[config.mk]
export PLATFORM = sky130hd
export DESIGN_NAME = range_update_engine_flat
export DESIGN_NICKNAME = d
export VERILOG_FILES = /design/src/rtl/range_update_engine_pkg.sv /design/src/rtl/range_update_engine_if.sv /design/src/rtl/range_update_engine_split_mul.sv /design/src/rtl/range_update_engine.sv /design/src/flat_wrapper.sv
export SDC_FILE = /design/constraint.sdc
export NUM_CORES = 1
export LEC_CHECK = 0
export ABC_AREA = 1
export CORE_ASPECT_RATIO = 0.5
export CORE_UTILIZATION = 65
export CTS_BUF_LIST = sky130_fd_sc_hd__clkbuf_16
export DETAILED_ROUTE_END_ITERATION = 16
export PLACE_DENSITY = 0.95
export SLEW_MARGIN = 20
export SYNTH_ARGS = -nofsm -noshare
export SYNTH_HDL_FRONTEND = slang
export SYNTH_SLANG_ARGS = --single-unit
[constraint.sdc]
create_clock -name clk -period 14.26 [get_ports clk]
set_clock_uncertainty 0.1 [all_clocks]
set_input_delay 1.426 -clock clk [delete_from_list [all_inputs] [get_ports clk]]
set_output_delay 1.426 -clock clk [all_outputs]
set_load 0.03 [all_outputs]
[src/rtl/range_update_engine_pkg.sv]
// -----------------------------------------------------------------------------
// entropy_dec_pkg
// Shared definitions for the LiDAR entropy decoder range calculator:
// the range/code datapath width, reset and renormalisation constants,
// the range-update FSM state encoding and the split clamp helper.
// -----------------------------------------------------------------------------
package entropy_dec_pkg;

  localparam int              RANGE_W    = 16;
  localparam logic [15:0]     INIT_RANGE = 16'hFFFF;
  localparam int              RENORM_MSB = 15;
  localparam int              INIT_BITS  = 16;

  typedef enum logic [2:0] {
    INIT   = 3'd0,
    IDLE   = 3'd1,
    SPLIT  = 3'd2,
    DECIDE = 3'd3,
    RENORM = 3'd4,
    OUT    = 3'd5
  } state_e;

  // Keeps both sub-intervals non-empty: a zero split would make bin 0
  // undecodable and a split equal to range would make bin 1 undecodable.
  function automatic logic [RANGE_W-1:0] clamp_split(
    input logic [RANGE_W-1:0] split,
    input logic [RANGE_W-1:0] range
  );
    logic [RANGE_W-1:0] res;
    if (split == {RANGE_W{1'b0}}) begin
      res = {{(RANGE_W-1){1'b0}}, 1'b1};
    end else if (split >= range) begin
      res = range - {{(RANGE_W-1){1'b0}}, 1'b1};
    end else begin
      res = split;
    end
    return res;
  endfunction

endpackage

[src/rtl/range_update_engine_if.sv]
// -----------------------------------------------------------------------------
// range_update_engine_if
// Groups the handshake/bus signals of the range update engine.
//   start                     : restart pulse for a new slice
//   symbol_prob/prob_valid/prob_ready : probability stream from lookup stage
//   bit_in/bit_valid/bit_ready        : bitstream, MSB-first, one bit per beat
//   bin_out/bin_valid/bin_ready       : decoded bin stream to reassembly
//   range_out, bin_count              : monitor outputs
// master = upstream/downstream environment, slave = the engine.
// -----------------------------------------------------------------------------
interface range_update_engine_if #(
  parameter int RANGE_W = 16,
  parameter int CNT_W   = 16
);

  logic               start;
  logic [RANGE_W-1:0] symbol_prob;
  logic               prob_valid;
  logic               prob_ready;
  logic               bit_in;
  logic               bit_valid;
  logic               bit_ready;
  logic               bin_out;
  logic               bin_valid;
  logic               bin_ready;
  logic [RANGE_W-1:0] range_out;
  logic [CNT_W-1:0]   bin_count;

  modport master (
    output start, symbol_prob, prob_valid, bit_in, bit_valid, bin_ready,
    input  prob_ready, bit_ready, bin_out, bin_valid, range_out, bin_count
  );

  modport slave (
    input  start, symbol_prob, prob_valid, bit_in, bit_valid, bin_ready,
    output prob_ready, bit_ready, bin_out, bin_valid, range_out, bin_count
  );

endinterface

[src/rtl/range_update_engine_split_mul.sv]
// -----------------------------------------------------------------------------
// range_split_mul
// Registered 16x16 unsigned multiply of range by a Q0.16 probability; keeps
// the upper half of the product and clamps it into [1, range-1].
//   clk, reset : clock, async active-high reset
//   en_i       : capture a new split this cycle
//   range_i    : current range
//   prob_i     : probability of bin 0 (Q0.16)
//   split_o    : clamped split, valid the cycle after en_i
// -----------------------------------------------------------------------------
module range_split_mul
  import entropy_dec_pkg::*;
(
  input  logic               clk,
  input  logic               reset,
  input  logic               en_i,
  input  logic [RANGE_W-1:0] range_i,
  input  logic [RANGE_W-1:0] prob_i,
  output logic [RANGE_W-1:0] split_o
);

  logic [2*RANGE_W-1:0] prod_d;
  logic [RANGE_W-1:0]   split_q;

  // Full-width product; zero-extend so the multiply is done at 32 bits.
  always_comb begin
    prod_d = {{RANGE_W{1'b0}}, range_i} * {{RANGE_W{1'b0}}, prob_i};
  end

  // Capture the clamped upper half when enabled.
  always_ff @(posedge clk or posedge reset) begin
    if (reset) begin
      split_q <= {RANGE_W{1'b0}};
    end else if (en_i) begin
      split_q <= clamp_split(prod_d[2*RANGE_W-1:RANGE_W], range_i);
    end
  end

  assign split_o = split_q;

endmodule

[src/rtl/range_update_engine.sv]
// -----------------------------------------------------------------------------
// range_update_engine
// Binary arithmetic-decoding range/code update stage. Loads a 16-bit code
// window, then per probability: splits the range, decides the bin, updates
// range/code, renormalises one bitstream bit per cycle and presents the bin.
//   clk, reset : clock, async active-high reset
//   bus        : range_update_engine_if.slave (see interface for signals)
// -----------------------------------------------------------------------------
module range_update_engine
  import entropy_dec_pkg::*;
#(
  parameter int CNT_W = 16
) (
  input  logic                 clk,
  input  logic                 reset,
  range_update_engine_if.slave bus
);

  state_e             state_q;
  logic [RANGE_W-1:0] range_q;
  logic [RANGE_W-1:0] code_q;
  logic [RANGE_W-1:0] p_q;
  logic [4:0]         init_cnt_q;
  logic [CNT_W-1:0]   bin_count_q;
  logic               prob_ready_q;
  logic               bit_ready_q;
  logic               bin_valid_q;
  logic               bin_out_q;

  logic [RANGE_W-1:0] split_d;
  logic [RANGE_W-1:0] code_shift_d;
  logic [RANGE_W-1:0] dec_range_d;
  logic [RANGE_W-1:0] dec_code_d;
  logic               dec_bin_d;
  logic               bit_take_d;

  range_split_mul u_split_mul (
    .clk     (clk),
    .reset   (reset),
    .en_i    (state_q == SPLIT),
    .range_i (range_q),
    .prob_i  (p_q),
    .split_o (split_d)
  );

  // Interval decision and bit-shift helpers for the FSM.
  always_comb begin
    code_shift_d = {code_q[RANGE_W-2:0], bus.bit_in};
    bit_take_d   = bit_ready_q & bus.bit_valid;
    if (code_q < split_d) begin
      dec_bin_d   = 1'b0;
      dec_range_d = split_d;
      dec_code_d  = code_q;
    end else begin
      dec_bin_d   = 1'b1;
      dec_range_d = range_q - split_d;
      dec_code_d  = code_q - split_d;
    end
  end

  // Range/code FSM; handshake outputs are registered alongside the state
  // so each ready/valid reflects the state being entered.
  always_ff @(posedge clk or posedge reset) begin
    if (reset) begin
      state_q      <= INIT;
      range_q      <= INIT_RANGE;
      code_q       <= {RANGE_W{1'b0}};
      p_q          <= {RANGE_W{1'b0}};
      init_cnt_q   <= 5'd0;
      bin_count_q  <= {CNT_W{1'b0}};
      prob_ready_q <= 1'b0;
      bit_ready_q  <= 1'b0;
      bin_valid_q  <= 1'b0;
      bin_out_q    <= 1'b0;
    end else if (bus.start) begin
      state_q      <= INIT;
      range_q      <= INIT_RANGE;
      code_q       <= {RANGE_W{1'b0}};
      init_cnt_q   <= 5'd0;
      bin_count_q  <= {CNT_W{1'b0}};
      prob_ready_q <= 1'b0;
      bit_ready_q  <= 1'b0;
      bin_valid_q  <= 1'b0;
      bin_out_q    <= 1'b0;
    end else begin
      case (state_q)
        INIT: begin
          if (bit_take_d) begin
            code_q <= code_shift_d;
            if (init_cnt_q == 5'(INIT_BITS - 1)) begin
              init_cnt_q   <= 5'd0;
              state_q      <= IDLE;
              bit_ready_q  <= 1'b0;
              prob_ready_q <= 1'b1;
            end else begin
              init_cnt_q  <= init_cnt_q + 5'd1;
              bit_ready_q <= 1'b1;
            end
          end else begin
            bit_ready_q <= 1'b1;
          end
        end
        IDLE: begin
          if (prob_ready_q && bus.prob_valid) begin
            p_q          <= bus.symbol_prob;
            prob_ready_q <= 1'b0;
            state_q      <= SPLIT;
          end
        end
        SPLIT: begin
          state_q <= DECIDE;
        end
        DECIDE: begin
          range_q     <= dec_range_d;
          code_q      <= dec_code_d;
          bin_out_q   <= dec_bin_d;
          bit_ready_q <= ~dec_range_d[RENORM_MSB];
          state_q     <= RENORM;
        end
        RENORM: begin
          if (range_q[RENORM_MSB]) begin
            bit_ready_q <= 1'b0;
            bin_valid_q <= 1'b1;
            state_q     <= OUT;
          end else if (bit_take_d) begin
            range_q     <= {range_q[RANGE_W-2:0], 1'b0};
            code_q      <= code_shift_d;
            // Drop ready once the shifted range becomes normalised.
            bit_ready_q <= ~range_q[RENORM_MSB-1];
          end
        end
        OUT: begin
          if (bus.bin_ready) begin
            bin_count_q  <= bin_count_q + {{(CNT_W-1){1'b0}}, 1'b1};
            bin_valid_q  <= 1'b0;
            prob_ready_q <= 1'b1;
            state_q      <= IDLE;
          end
        end
        default: begin
          state_q      <= INIT;
          range_q      <= INIT_RANGE;
          code_q       <= {RANGE_W{1'b0}};
          init_cnt_q   <= 5'd0;
          prob_ready_q <= 1'b0;
          bit_ready_q  <= 1'b0;
          bin_valid_q  <= 1'b0;
        end
      endcase
    end
  end

  assign bus.prob_ready = prob_ready_q;
  assign bus.bit_ready  = bit_ready_q;
  assign bus.bin_valid  = bin_valid_q;
  assign bus.bin_out    = bin_out_q;
  assign bus.range_out  = range_q;
  assign bus.bin_count  = bin_count_q;

endmodule

[src/flat_wrapper.sv]
// flat-port wrapper written by rule: the top's interface ports become plain ports
module range_update_engine_flat import entropy_dec_pkg::*;
#(
  parameter int CNT_W = 16
)
  (clk, reset, bus_start, bus_symbol_prob, bus_prob_valid, bus_bit_in, bus_bit_valid, bus_bin_ready, bus_prob_ready, bus_bit_ready, bus_bin_out, bus_bin_valid, bus_range_out, bus_bin_count);
  range_update_engine_if #(.RANGE_W(16), .CNT_W(CNT_W)) bus_i ();
  input  logic clk;
  input  logic reset;
  input wire logic [$bits(bus_i.start)-1:0] bus_start;
  input wire logic [$bits(bus_i.symbol_prob)-1:0] bus_symbol_prob;
  input wire logic [$bits(bus_i.prob_valid)-1:0] bus_prob_valid;
  input wire logic [$bits(bus_i.bit_in)-1:0] bus_bit_in;
  input wire logic [$bits(bus_i.bit_valid)-1:0] bus_bit_valid;
  input wire logic [$bits(bus_i.bin_ready)-1:0] bus_bin_ready;
  output wire logic [$bits(bus_i.prob_ready)-1:0] bus_prob_ready;
  output wire logic [$bits(bus_i.bit_ready)-1:0] bus_bit_ready;
  output wire logic [$bits(bus_i.bin_out)-1:0] bus_bin_out;
  output wire logic [$bits(bus_i.bin_valid)-1:0] bus_bin_valid;
  output wire logic [$bits(bus_i.range_out)-1:0] bus_range_out;
  output wire logic [$bits(bus_i.bin_count)-1:0] bus_bin_count;
  assign bus_i.start = bus_start;
  assign bus_i.symbol_prob = bus_symbol_prob;
  assign bus_i.prob_valid = bus_prob_valid;
  assign bus_i.bit_in = bus_bit_in;
  assign bus_i.bit_valid = bus_bit_valid;
  assign bus_i.bin_ready = bus_bin_ready;
  assign bus_prob_ready = bus_i.prob_ready;
  assign bus_bit_ready = bus_i.bit_ready;
  assign bus_bin_out = bus_i.bin_out;
  assign bus_bin_valid = bus_i.bin_valid;
  assign bus_range_out = bus_i.range_out;
  assign bus_bin_count = bus_i.bin_count;
  range_update_engine #(.CNT_W(CNT_W)) u_core (.clk(clk), .reset(reset), .bus(bus_i));
endmodule
==> flow_metrics.py, run 1 <==
metrics = {
    "status": {
        "status": "finished clean",
    },
    "worst_setup_path": {
        "timing_worst_setup_path_type": "reg -> reg",
        "crit_required_ns": 14.41,
        "critPathBufInv": 5,
        "critPathSlowestCell": "dfrtp_1",
        "crit_top_cell": "nand2_1",
        "cp.arrival_ns": 8.80,
        "start_kind": "register",
        "cp_max_fo": 29,
        "crit_family": "adder cells",
        "slowest_delay_ns": 0.93,
        "end_kind": "register",
    },
    "sta": {
        "relSlewSlack_pct": 28.9,
        "timing.final.crit_period_ns": 8.65,
        "tightest_slew_ns": 1.06,
        "setup_viol": 0,
        "hold_viol": 0,
        "fin_hold_ws_ns": 0.403,
        "timing.final.crit_share_pct": 60.7,
        "grt_setup_unrepaired": "no",
        "timing.fmax_ghz": 0.116,
        "setup_ws_ns": 5.61,
        "drv_slew": 0,
        "fin_tns_setup_ns": 0,
    },
    "synth": {
        "synth_nets": 2700,
        "ys_types": 54,
        "ys.flop_type": "dfrtp_1",
        "syn_area_per_cell_sq_um": 7.01,
        "synth_edf_count": 0,
        "yosys_warnings": 0,
        "syn_inst": 2331,
        "async_reset_ff_share_pct": 100,
        "ys_seq_area_share_pct": 14.2,
        "syn-cell-area_sq_mm": 0.0163,
        "synth-seq-cells": 92,
    },
    "run": {
        "drv_cap": 0,
    },
    "place": {
        "dpl_worst_slack_ns": 6.08,
        "numPortBuffers": 58,
        "hpwl_mm": 35.9,
        "gp_congestion": 0.982,
    },
    "global_route": {
        "grtUsageMet1_pct": 46.9,
        "grt_max_degree": 57,
        "gr-total-overflow": 0,
        "grt_usage_pct": 37.3,
        "grt_first_pass_wirelength_mm": 75.5,
        "grt.busiest_layer": "met2",
        "use_met2_pct": 61.5,
        "grt_pass1_vias": 15500,
        "met3_usage_pct": 8.96,
        "antenna_found_initial": 1,
    },
    "cts": {
        "cts_made_buffers": 9,
        "root_buffer": "clkbuf_16",
        "htree_levels": 3,
        "clkSlewWorstSetupHoldPaths_ns": 0.07,
        "cts.repair.resized": 0,
        "cts.sinks": 92,
        "cts_hold_buf": 0,
        "cts_tree": "yes",
        "cts_post_setup_buffers_inserted": 0,
        "cts_buffer_depth": 2,
        "clkLatencyLatePin_ns": 0.36,
    },
    "die": {
        "die_w_um": 226,
        "initial_core_util_pct": 67.2,
        "ios": 59,
        "rows": 40,
        "chipHeight_um": 114,
        "core-area_sq_mm": 0.0243,
        "dieArea_sq_mm": 0.0258,
    },
    "layout": {
        "nets": 2688,
        "area_delta_synth_final_pct": 6.14,
        "layout-drive-gt1-share_pct": 4.00,
        "n_antenna_cell": 0,
    },
    "routing": {
        "first_pass_iters": 6,
        "vias_per_cell": 5.73,
        "antenna_left": 0,
        "routedWlPerCell_um": 17.2,
        "via_count": 15300,
        "drt-total-wl_mm": 45.7,
        "drt_iter0_markers": 1961,
        "drc": 0,
    },
    "worst_hold_path": {
        "hold_class": "reg -> reg",
    },
}
## stage by stage
step                      instance area (sq um)  util, %  instances
final                                     17300     71.3       2660
after global routing                      17300     71.3       2660
after CTS                                 17300     71.3       2660
after detailed placement                  17000     69.9       2644
after global placement                    17000     69.9       2644
after floorplan                           16300        -       2331
## sequential cells by signal, summed over array words and instances, names as in the netlist
signal	flops
u_core.bus.bin_count	16
u_core.bus.bin_out	1
u_core.bus.bin_valid	1
u_core.bus.bit_ready	1
u_core.bus.prob_ready	1
u_core.bus.range_out	16
u_core.code_q	16
u_core.init_cnt_q	5
u_core.p_q	16
u_core.state_q	3
u_core.u_split_mul.split_o	16
## cell usage after synthesis, types with 9 or more instances
cell      count  area, sq um
fa_1        195         3900
clkbuf_1     58          218
nand3_1      69          345
nor2_2       11         68.8
a21oi_1     103          515
o21bai_1      9         67.6
nor3_1       18         90.1
mux2_2       16          180
o21ai_0      71          355
nand2_1     677         2540
ha_1        151         1890
a22oi_1      13         97.6
buf_1        14         52.6
inv_1       585         2200
dfstp_2      16          420
buf_2         9         45.0
dfrtp_1      76         1900
nand4_1      17          106
xor2_1       17          149
nor2_1      104          390
## layer usage
layer	wire [um]	vias up
met2	20800	1000
met3	5630	229
met4	1950	0
li1	-	6949
met1	17300	7077
met5	0	-
## cell type report
type | count | area [sq um]
Clock buffer | 9 | 225
Clock inverter | 7 | 97.6
Fill cell | 1819 | 6990
Inverter | 591 | 2220
Multi-Input combinational cell | 1564 | 11400
Sequential cell | 92 | 2320
Tap cell | 336 | 420
Timing Repair Buffer | 61 | 603
## worst register-to-register path, delay by kind of cell (launching register included)
kind / cells / cell delay (ns)
AO/OA/AOI/OAI: 5 / 1.30
buffers and inverters: 5 / 0.33
flip-flops: 1 / 0.93
AND/OR/NAND/NOR: 13 / 2.06
adder cells (fa/ha/maj): 8 / 3.82
## worst paths after layout
check	from	end	slack (ns)	cells after the start
setup / recovery	u_core.p_q[10]	u_core.u_split_mul.split_o[6]	5.61	31
hold / removal	u_core.u_split_mul.split_o[11]	u_core.u_split_mul.split_o[11]	0.40	2
setup reg to reg	u_core.p_q[10]	u_core.u_split_mul.split_o[6]	5.61	31
hold reg to reg	u_core.u_split_mul.split_o[11]	u_core.u_split_mul.split_o[11]	0.40	2
max in group asynchronous	reset	u_core.p_q[11]	11.63	3
min in group asynchronous	reset	u_core.code_q[5]	1.34	2
## cells by family (layout without fill, tap and decap cells)
kind of cell | after synthesis | count (layout) | synth area share [%]
buffers and inverters | 675 | 668 | 15.7
XOR/XNOR | 24 | 24 | 1.29
AND/OR/NAND/NOR | 935 | 935 | 23.6
AO/OA/AOI/OAI | 243 | 243 | 8.58
adder cells (fa/ha/maj) | 346 | 346 | 35.5
flip-flops | 92 | 92 | 14.2
multiplexers | 16 | 16 | 1.10
## cell usage in the layout (no fill, tap or decap), types with 3 or more instances in the layout
master and instances:
nor2_2 11, a211oi_1 3, nor2_1 104, xor2_1 17, fa_1 195, nor3_1 18
xnor2_1 7, mux2_2 16, inv_6 3, a21o_1 6, and2_1 7, nor4_1 3
a21boi_0 4, nand2_1 677, o21ai_0 71, dfrtp_1 76, and3_1 3, nand3b_1 7
a22oi_1 13, buf_4 3, o22ai_1 5, clkbuf_16 9, ha_1 151, inv_1 585
inv_2 6, nand3_1 69, or2_2 4, a21oi_1 103, nand4_1 17, a31oi_1 6
nand2_2 5, clkdlybuf4s50_1 58, o21ai_1 3, dfstp_2 16, o211ai_1 6, nor3_2 3
o21bai_1 9
Power of run 1 is not shown: default switching activity piles up to over one toggle a cycle in this logic, so the estimate is an artifact.
==> run 2: changes to the inputs <==
- CORE_UTILIZATION: 65 -> 58
- PLACE_DENSITY: 0.95 -> 0.9
- clock period: 14.26 -> 7.69 ns (I/O delays scaled with it)
==> run 2 against run 1 <==
  * First-iteration DRC count down 36%
  * Final area up 3.2%
  * Global-route usage down 5.0 points
  * Utilization down 5.1 points
  * Wire length down 0.46%
  * Cell count up 3.5%
  * Non-clock buffer count up 54
==> flow_metrics.py, run 2 (synthesis gave the netlist of run 1 again) <==
metrics = {
    "worst_setup_path": {
        "timing_worst_setup_path_type": "reg -> reg",
        "start_kind": "register",
        "slowest_delay_ns": 0.71,
        "end_kind": "register",
        "crit_required_ns": 7.83,
        "cp_max_fo": 14,
        "crit_top_cell": "fa_1",
        "critPathSlowestCell": "dfstp_4",
        "cp.arrival_ns": 7.60,
    },
    "global_route": {
        "antenna_found_initial": 0,
        "grt_max_degree": 49,
        "grt_first_pass_wirelength_mm": 74.0,
        "grt_pass1_vias": 15500,
        "grt_usage_pct": 32.3,
        "gr-total-overflow": 0,
    },
    "routing": {
        "drt_iter0_markers": 1252,
        "drc": 0,
        "first_pass_iters": 6,
        "via_count": 15200,
        "routedWlPerCell_um": 16.5,
        "antenna_left": 0,
        "vias_per_cell": 5.53,
        "drt-total-wl_mm": 45.5,
    },
    "sta": {
        "drv_slew": 0,
        "timing.fmax_ghz": 0.134,
        "relSlewSlack_pct": 28.5,
        "fin_tns_setup_ns": 0,
        "setup_viol": 0,
        "tightest_slew_ns": 1.07,
        "timing.final.crit_share_pct": 96.9,
        "hold_viol": 0,
        "timing.final.crit_period_ns": 7.46,
    },
    "cts": {
        "clkLatencyLatePin_ns": 0.36,
        "root_buffer": "clkbuf_16",
        "cts.sinks": 92,
        "cts_buffer_depth": 2,
        "cts_hold_buf": 0,
        "clkSlewWorstSetupHoldPaths_ns": 0.07,
        "htree_levels": 3,
        "cts_tree": "yes",
        "cts_made_buffers": 9,
    },
    "layout": {
        "fin_util_pct": 66.1,
        "layout-drive-gt1-share_pct": 6.90,
        "layout_common_cells": "nand2_1 (675), inv_1 (584), fa_1 (195)",
        "nets": 2742,
        "mostFrequentLayoutCell": "nand2_1",
        "area_delta_synth_final_pct": 9.57,
        "fin_area_sq_mm": 0.0179,
        "n_antenna_cell": 0,
    },
    "die": {
        "core-area_sq_mm": 0.0271,
        "rows": 42,
        "dieArea_sq_mm": 0.0289,
        "die_w_um": 239,
        "initial_core_util_pct": 60.4,
        "ios": 59,
        "chipHeight_um": 121,
    },
    "place": {
        "gp_congestion": 0.995,
        "hpwl_mm": 36.2,
        "place_area_sq_mm": 0.0173,
        "numPortBuffers": 58,
    },
    "run": {
        "drv_cap": 0,
    },
    "status": {
        "status": "finished clean",
    },
    "worst_hold_path": {
        "hold_class": "reg -> reg",
    },
}
-- run 2: cell count changes in the layout (fill, tap and decap cells not counted), moves of 5 or more --
cell | previous run | this run
buf_4 | 3 | 52
dfstp_2 | 16 | 7
dfstp_4 | 0 | 9
dfrtp_1 | 76 | 71
dfrtp_2 | 0 | 5
-- run 2: final cells by class --
class | instances | area (sq um)
clock buffers | 9 | 225
clock inverters | 7 | 67.6
fillers | 2176 | 9170
inverters | 591 | 2220
multi-input cells | 1564 | 11500
flip-flops and latches | 92 | 2360
well taps | 374 | 468
repair buffers | 115 | 1060
-- run 2: path summary, 6_finish.rpt --
path	from	end	slack, ns	cells after the start
worst min-delay path	u_core.code_q[15]	u_core.code_q[15]	0.39	2
worst min register to register	u_core.code_q[15]	u_core.code_q[15]	0.39	2
min in group asynchronous	reset	u_core.code_q[12]	0.72	2
max in group asynchronous	reset	u_core.p_q[5]	5.67	3
worst max-delay path	u_core.bus.range_out[8]	u_core.u_split_mul.split_o[0]	0.23	29
worst max register to register	u_core.bus.range_out[8]	u_core.u_split_mul.split_o[0]	0.23	29
-- run 2: per-layer routing --
metal / GRT usage (%) / share of wire, % / vias up / routed length (um)
met4: 12.1 / 3.8 / 0 / 1740
li1: - / - / 7055 / -
met5: 0 / 0 / - / 0
met3: 6.96 / 11 / 176 / 4960
met1: 42.2 / 40 / 7151 / 18400
met2: 52.8 / 45 / 823 / 20400
-- run 2: stage by stage --
stage | setup slack (ns) | hold WS (ns) | cells
after global placement | 0.240 | 0.365 | 2719
after global routing | -0.0871 | 0.420 | 2752
after CTS | 0.0884 | 0.395 | 2735
final | 0.235 | 0.394 | 2752
after detailed placement | 0.150 | 0.378 | 2719
after floorplan | 0.285 | 0.349 | 2331
-- run 2: timing repair --
action                                  in CTS  in global routing
endpoints found under the setup margin       0                 16
hold endpoints to repair                     0                  0
gates resized for setup                      0                 29
buffers inserted                             0                 17
-- run 2: worst max-delay path, delay by kind of cell, from the launching register on --
kind                     cells  cell delay (ns)
buffers and inverters        7             0.78
AND/OR/NAND/NOR             10             1.34
flip-flops                   1             0.71
AO/OA/AOI/OAI                4             0.75
adder cells (fa/ha/maj)      8             3.66
Power of run 2 is left out for the same reason.
==> run 3: changes to the inputs <==
- ABC_AREA: 1 -> unset
- SYNTH_HIERARCHICAL: unset -> 1
==> run 3 against run 2 <==
  * The flow now finishes with violations (negative setup slack)
  * Global-route usage up 6.6 points
  * First-iteration DRC count rose to 2.6 times the previous value
  * Wire length up 32%
  * Sequential cell count unchanged
  * Register-to-register slack worse by 2.1 ns
  * Critical path type unchanged
  * Clock-buffer cell count unchanged
  * Worst hold slack better by 0.037 ns
  * Final area up 3.6%
  * Highest routed layer is now met5
  * Maximum frequency down 22%
  * Setup slack worse by 2.1 ns
  * Cell count down 16%
==> flow_metrics.py, run 3 <==
metrics = {
    "cts": {
        "cts_buffer_depth": 2,
        "cts_made_buffers": 9,
        "cts.sinks": 92,
        "htree_levels": 3,
        "cts_tree": "yes",
        "clkSlewWorstSetupHoldPaths_ns": 0.07,
        "root_buffer": "clkbuf_16",
        "clkLatencyLatePin_ns": 0.38,
        "cts_hold_buf": 0,
    },
    "worst_setup_path": {
        "cp_max_fo": 12,
        "critPathSlowestCell": "fa_1",
        "rr_worst_depth": 27,
        "crit_family": "adder cells",
        "end_kind": "register",
        "crit_required_ns": 7.89,
        "reg2reg_slack_ns": -1.86,
        "reg2reg_from": "u_core/bus.range_out[8]",
        "start_kind": "register",
        "reg2reg_to": "u_core/u_split_mul/split_o[5]",
        "cp.arrival_ns": 9.75,
        "crit_top_cell": "fa_1",
        "critPathBufInv": 5,
        "slowest_delay_ns": 0.91,
        "timing_worst_setup_path_type": "reg -> reg",
    },
    "status": {
        "status": "complete, but fails checks",
        "violations": "negative setup slack",
    },
    "synth": {
        "async_reset_ff_share_pct": 100,
        "synth.top_cell.area_share_pct": 24.9,
        "syn_inst": 1809,
        "ys.flop_type": "dfrtp_1",
        "synth_common_cells": "inv_1 (296), nand2_1 (210), fa_1 (195), ha_1 (151), and2_1 (118)",
        "synth_nets": 2178,
        "syn-cell-area_sq_mm": 0.0157,
        "yosysTopAreaCell": "fa_1",
        "synth_most_common_cell": "inv_1",
        "yosys_warnings": 6,
        "synth_edf_count": 0,
        "syn_area_per_cell_sq_um": 8.65,
        "ys_seq_area_share_pct": 14.8,
        "synth.area.top_cells": "fa_1 (25%), dfrtp_1 (12%), ha_1 (12%)",
        "synth-seq-cells": 92,
        "ys_types": 92,
    },
    "layout": {
        "fin_util_pct": 70.0,
        "layout_common_cells": "inv_1 (284), nand2_1 (191), fa_1 (180)",
        "mostFrequentLayoutCell": "inv_1",
        "area_delta_synth_final_pct": 18.5,
        "nets": 2318,
        "layout-drive-gt1-share_pct": 18.7,
    },
    "sta": {
        "tightest_slew_ns": 0.997,
        "grt_setup_unrepaired": "yes",
        "hold_viol": 0,
        "timing.fmax_ghz": 0.105,
        "timing.final.crit_share_pct": 124,
        "setup_viol": 16,
        "drv_slew": 0,
        "relSlewSlack_pct": 33.5,
        "timing.final.crit_period_ns": 9.55,
        "setup_ws_ns": -1.86,
    },
    "routing": {
        "drt-total-wl_mm": 60.1,
        "antenna_left": 0,
        "drc": 0,
        "vias_per_cell": 6.94,
        "drt_iter0_markers": 3245,
        "first_pass_iters": 13,
        "via_count": 16000,
        "routedWlPerCell_um": 26.1,
    },
    "worst_hold_path": {
        "hold_depth": 1,
        "hold_class": "reg -> reg",
        "holdPathEnd": "u_core/init_cnt_q[2]",
        "hold_start": "u_core/init_cnt_q[2]",
    },
    "global_route": {
        "grt_first_pass_wirelength_mm": 82.6,
        "antenna_found_initial": 3,
        "grt_max_degree": 48,
        "gr-total-overflow": 0,
        "grt_pass1_vias": 15600,
        "grt_usage_pct": 38.9,
    },
    "die": {
        "die_w_um": 234,
        "core-area_sq_mm": 0.0265,
        "initial_core_util_pct": 59.1,
        "rows": 42,
        "dieArea_sq_mm": 0.0277,
        "chipHeight_um": 118,
        "ios": 59,
    },
    "place": {
        "dpl_worst_slack_ns": -0.266,
        "gp_congestion": 0.960,
        "hpwl_mm": 33.6,
        "numPortBuffers": 58,
    },
    "run": {
        "drv_cap": 0,
    },
}
run 3: changes by cell type in the layout (fill, tap and decap cells not counted), moves of 20 or more:
| cell | previous run | this run |
|---|---|---|
| inv_1 | 584 | 284 |
| mux2i_1 | 0 | 23 |
| a21o_1 | 6 | 26 |
| o21ai_0 | 70 | 37 |
| xnor2_1 | 7 | 37 |
| a21oi_1 | 99 | 60 |
| and2_1 | 6 | 115 |
| nand2_1 | 675 | 191 |
| nand3_1 | 69 | 23 |
| buf_4 | 52 | 130 |
run 3: how the worst max path moves through the flow:
stage / cells after the start / startpoint / end
after global routing: 28 / u_core/bus.range_out[10] / u_core/u_split_mul/split_o[5]
after floorplan: 27 / u_core/bus.range_out[8] / u_core/u_split_mul/split_o[0]
after global placement: 28 / u_core/bus.range_out[9] / u_core/u_split_mul/split_o[2]
after CTS: 31 / u_core/bus.range_out[6] / u_core/u_split_mul/split_o[6]
after detailed placement: 28 / u_core/bus.range_out[7] / u_core/u_split_mul/split_o[10]
final: 27 / u_core/bus.range_out[8] / u_core/u_split_mul/split_o[5]
run 3: layer usage:
layer	track usage (%)	up-vias	part of all wire (%)
met4	22.5	10	9.9
met1	47.2	7420	32
met3	14.1	721	16
li1	-	6212	-
met2	59.6	1660	41
met5	0	-	0.39
run 3: kinds of logic after synthesis:
group	count (synthesis)	synth area share, %
xor+xnor	56	3.13
buf+inv	378	9.38
mux	48	3.25
flops	92	14.8
fa+ha+maj	346	37.0
compound gates	303	13.7
simple gates	586	18.7
run 3: cell type report:
type / count / area [sq um]
antenna: 2 / 5.00
multi-input combinational: 1339 / 12400
clock buffer: 9 / 225
fill: 1666 / 7940
tap: 352 / 440
inverter: 298 / 1120
timing repair buffer: 209 / 1880
sequential: 92 / 2360
clock inverter: 7 / 106
run 3: timing repair:
| action | CTS | global route |
|---|---|---|
| setup buffers | 60 | 10 |
| endpoints found under the setup margin | 16 | 16 |
| gates resized for setup | 82 | 37 |
| pin swaps | 55 | 16 |
run 3: per-stage QoR:
step / area, sq um / hold slack (ns) / std cells / TNS (ns)
after floorplan: 16100 / 0.372 / 1809 / 0
after global placement: 17200 / 0.400 / 2219 / -0.347
after detailed placement: 17200 / 0.394 / 2219 / -2.89
after CTS: 18300 / 0.404 / 2295 / -0.0906
after global routing: 18500 / 0.460 / 2307 / -28.89
final: 18500 / 0.431 / 2308 / -28.06
Power of run 3 is left out for the same reason.
==> RTL edit (settings of run 3) <==
Reset style: synchronous (`reset`), changed in 2 clocked blocks. Comments in the files are not updated.
--- a/src/rtl/range_update_engine_split_mul.sv
+++ b/src/rtl/range_update_engine_split_mul.sv
@@ -30,3 +30,3 @@
   // Capture the clamped upper half when enabled.
-  always_ff @(posedge clk or posedge reset) begin
+  always_ff @(posedge clk) begin
     if (reset) begin
--- a/src/rtl/range_update_engine.sv
+++ b/src/rtl/range_update_engine.sv
@@ -62,3 +62,3 @@
   // so each ready/valid reflects the state being entered.
-  always_ff @(posedge clk or posedge reset) begin
+  always_ff @(posedge clk) begin
     if (reset) begin
Function: differs if reset is asserted again (counterexample within 4 cycles, from zero or initial values and one cycle with reset high); with reset held inactive, the same outputs for 10 cycles.
==> RTL edit against run 3 <==
  * Die area is 4.1% lower
  * Cell area is 7.0% lower
  * Sequential cell count stayed put
  * Via count is 15% lower
  * Worst setup slack better by 1.9 ns
  * Synthesized cell count is 0.28% higher
  * Count of clock-buffer cells in the layout stayed put
  * Synthesized area is 4.1% lower
  * Maximum frequency is 26% higher
  * Wire length is 28% lower
  * Critical path type unchanged
Power is left out: it rests on default switching activity, and per cell area and clock period it moved more than threefold.
==> RTL edit: results (changes against run 3) <==
{
  "grt_use_met1": {"value": 0.4086, "change": "-0.06300"},
  "post_route_cells_drive_above_1_share": {"value": 0.1364, "change": "-0.05036"},
  "vias_in_the_first_global_route": {"value": 13230, "change": "-15%"},
  "worstPathMaxFanout": {"value": 13, "change": "+1"},
  "cp.arrival": {"value": 7.77, "unit": "ns", "change": "-1.98 ns"},
  "worst_path_largest_cell_delay": {"value": 0.60, "unit": "ns", "change": "-0.31 ns"},
  "timing.slew.headroom": {"value": 0.3113, "change": "-0.02406"},
  "num_antenna_cells": {"value": 0, "change": "-2"},
  "grt_start_max_net_pins": {"value": 35, "change": "-27%"},
  "result_of_the_run": {"value": "finished clean"},
  "register_area_share_after_synthesis": {"value": 0.1227, "change": "-0.02563"},
  "rr_worst_depth": {"value": 29, "change": "+7.4%"},
  "grt_antenna_before_repair": {"value": 1, "change": "-2"},
  "syn_nets": {"value": 2183, "change": "+0.23%"},
  "most_common_library_cells_after_synthesis": {"value": "inv_1 (283), nand2_1 (254), fa_1 (195)"},
  "grt_first_pass_wirelength": {"value": 66.47, "unit": "mm", "change": "-20%"},
  "global_route.usage.total": {"value": 0.3149, "change": "-0.07381"},
  "globalRouteMet2Util": {"value": 0.5283, "change": "-0.06794"},
  "yosys.cell_types.count": {"value": 86, "change": "-6.5%"},
  "first_pass_iters": {"value": 6, "change": "-7"},
  "wl_per_cell": {"value": 19.09, "unit": "um", "change": "-27%"},
  "place_hpwl": {"value": 31.60, "unit": "mm", "change": "-5.9%"},
  "predominant_post_synthesis_flop_cell": {"value": "dfxtp_1"},
  "drt_first_iter_violations": {"value": 1371, "change": "-58%"},
  "critical_path.reg2reg.endpoint": {"value": "u_core/u_split_mul/split_o[7]"},
  "cell_area_reported_after_detailed_placement": {"value": 16310, "unit": "um2", "change": "-4.9%"},
  "placer_congestion_estimate": {"value": 0.9672, "change": "+0.74%"},
  "fill_cells": {"value": 1800, "change": "+8.0%"},
  "use_met3": {"value": 0.05586, "change": "-0.08483"},
  "synth_async_sr_flop_share": {"value": 0, "change": "-1.000"},
  "critical_path.startpoint": {"value": "u_core/bus.range_out[7]"},
  "yosys-top-cells-area": {"value": "fa_1 (26%), ha_1 (13%), dfxtp_1 (12%)"}
}
RTL edit: area by class of cell:
type | instances | area, um2 | area share
multi-input combinational | 1353 | 12080 | 0.7001
clock inverter | 7 | 86.33 | 0.005004
sequential | 92 | 1917 | 0.1111
timing repair buffer | 168 | 1449 | 0.08399
clock buffer | 9 | 225.2 | 0.01305
inverter | 284 | 1066 | 0.06179
tap | 344 | 430.4 | 0.02495
RTL edit: worst min-delay path by stage:
stage                         startpoint                   end  slack (ns)  cells after the start
CTS                 u_core/init_cnt_q[4]  u_core/init_cnt_q[4]        0.35                      2
floorplan           u_core/init_cnt_q[4]  u_core/init_cnt_q[4]        0.31                      2
detailed placement  u_core/init_cnt_q[4]  u_core/init_cnt_q[4]        0.33                      2
finish              u_core/init_cnt_q[4]  u_core/init_cnt_q[4]        0.35                      2
global placement    u_core/init_cnt_q[4]  u_core/init_cnt_q[4]        0.32                      2
global route        u_core/init_cnt_q[4]  u_core/init_cnt_q[4]        0.37                      2
RTL edit: cells by family after synthesis:
group,Yosys count,share of synthesized area
compound gates,330,0.1500
xor+xnor,62,0.03618
fa+ha+maj,346,0.3860
buf+inv,369,0.09778
flops,92,0.1227
mux,23,0.01550
simple gates,592,0.1919
RTL edit: timing repair:
item	4_1_cts	5_1_grt
gates cloned	0	1
pin swaps	0	27
setup endpoints to repair	16	16
buffers inserted	0	24
gates resized for setup	18	94
RTL edit: layer usage:
| layer | part of all wire | up-vias |
|---|---|---|
| met4 | 0.046 | 0 |
| met1 | 0.40 | 6522 |
| met2 | 0.46 | 772 |
| li1 | - | 6100 |
| met3 | 0.092 | 179 |
| met5 | 0 | - |
RTL edit: tightest hold or removal path: cells and delay by family (launching register included):
kind | cells | cell delay [ns]
DFF | 1 | 0.31
and+or+nand+nor | 2 | 0.09
RTL edit: stage by stage:
stage          TNS [ns]  std cells  hold slack (ns)  utilization  setup slack (ns)
2_1_floorplan         0       1814           0.3065            -          0.002762
3_3_place_gp    -0.9590       2216           0.3152       0.6448          -0.08918
3_5_place_dp     -1.747       2216           0.3280       0.6448           -0.1751
4_1_cts               0       2232           0.3462       0.6587           0.04103
5_1_grt          -1.784       2257           0.3672       0.6821           -0.1460
6_report              0       2257           0.3460       0.6821           0.08117
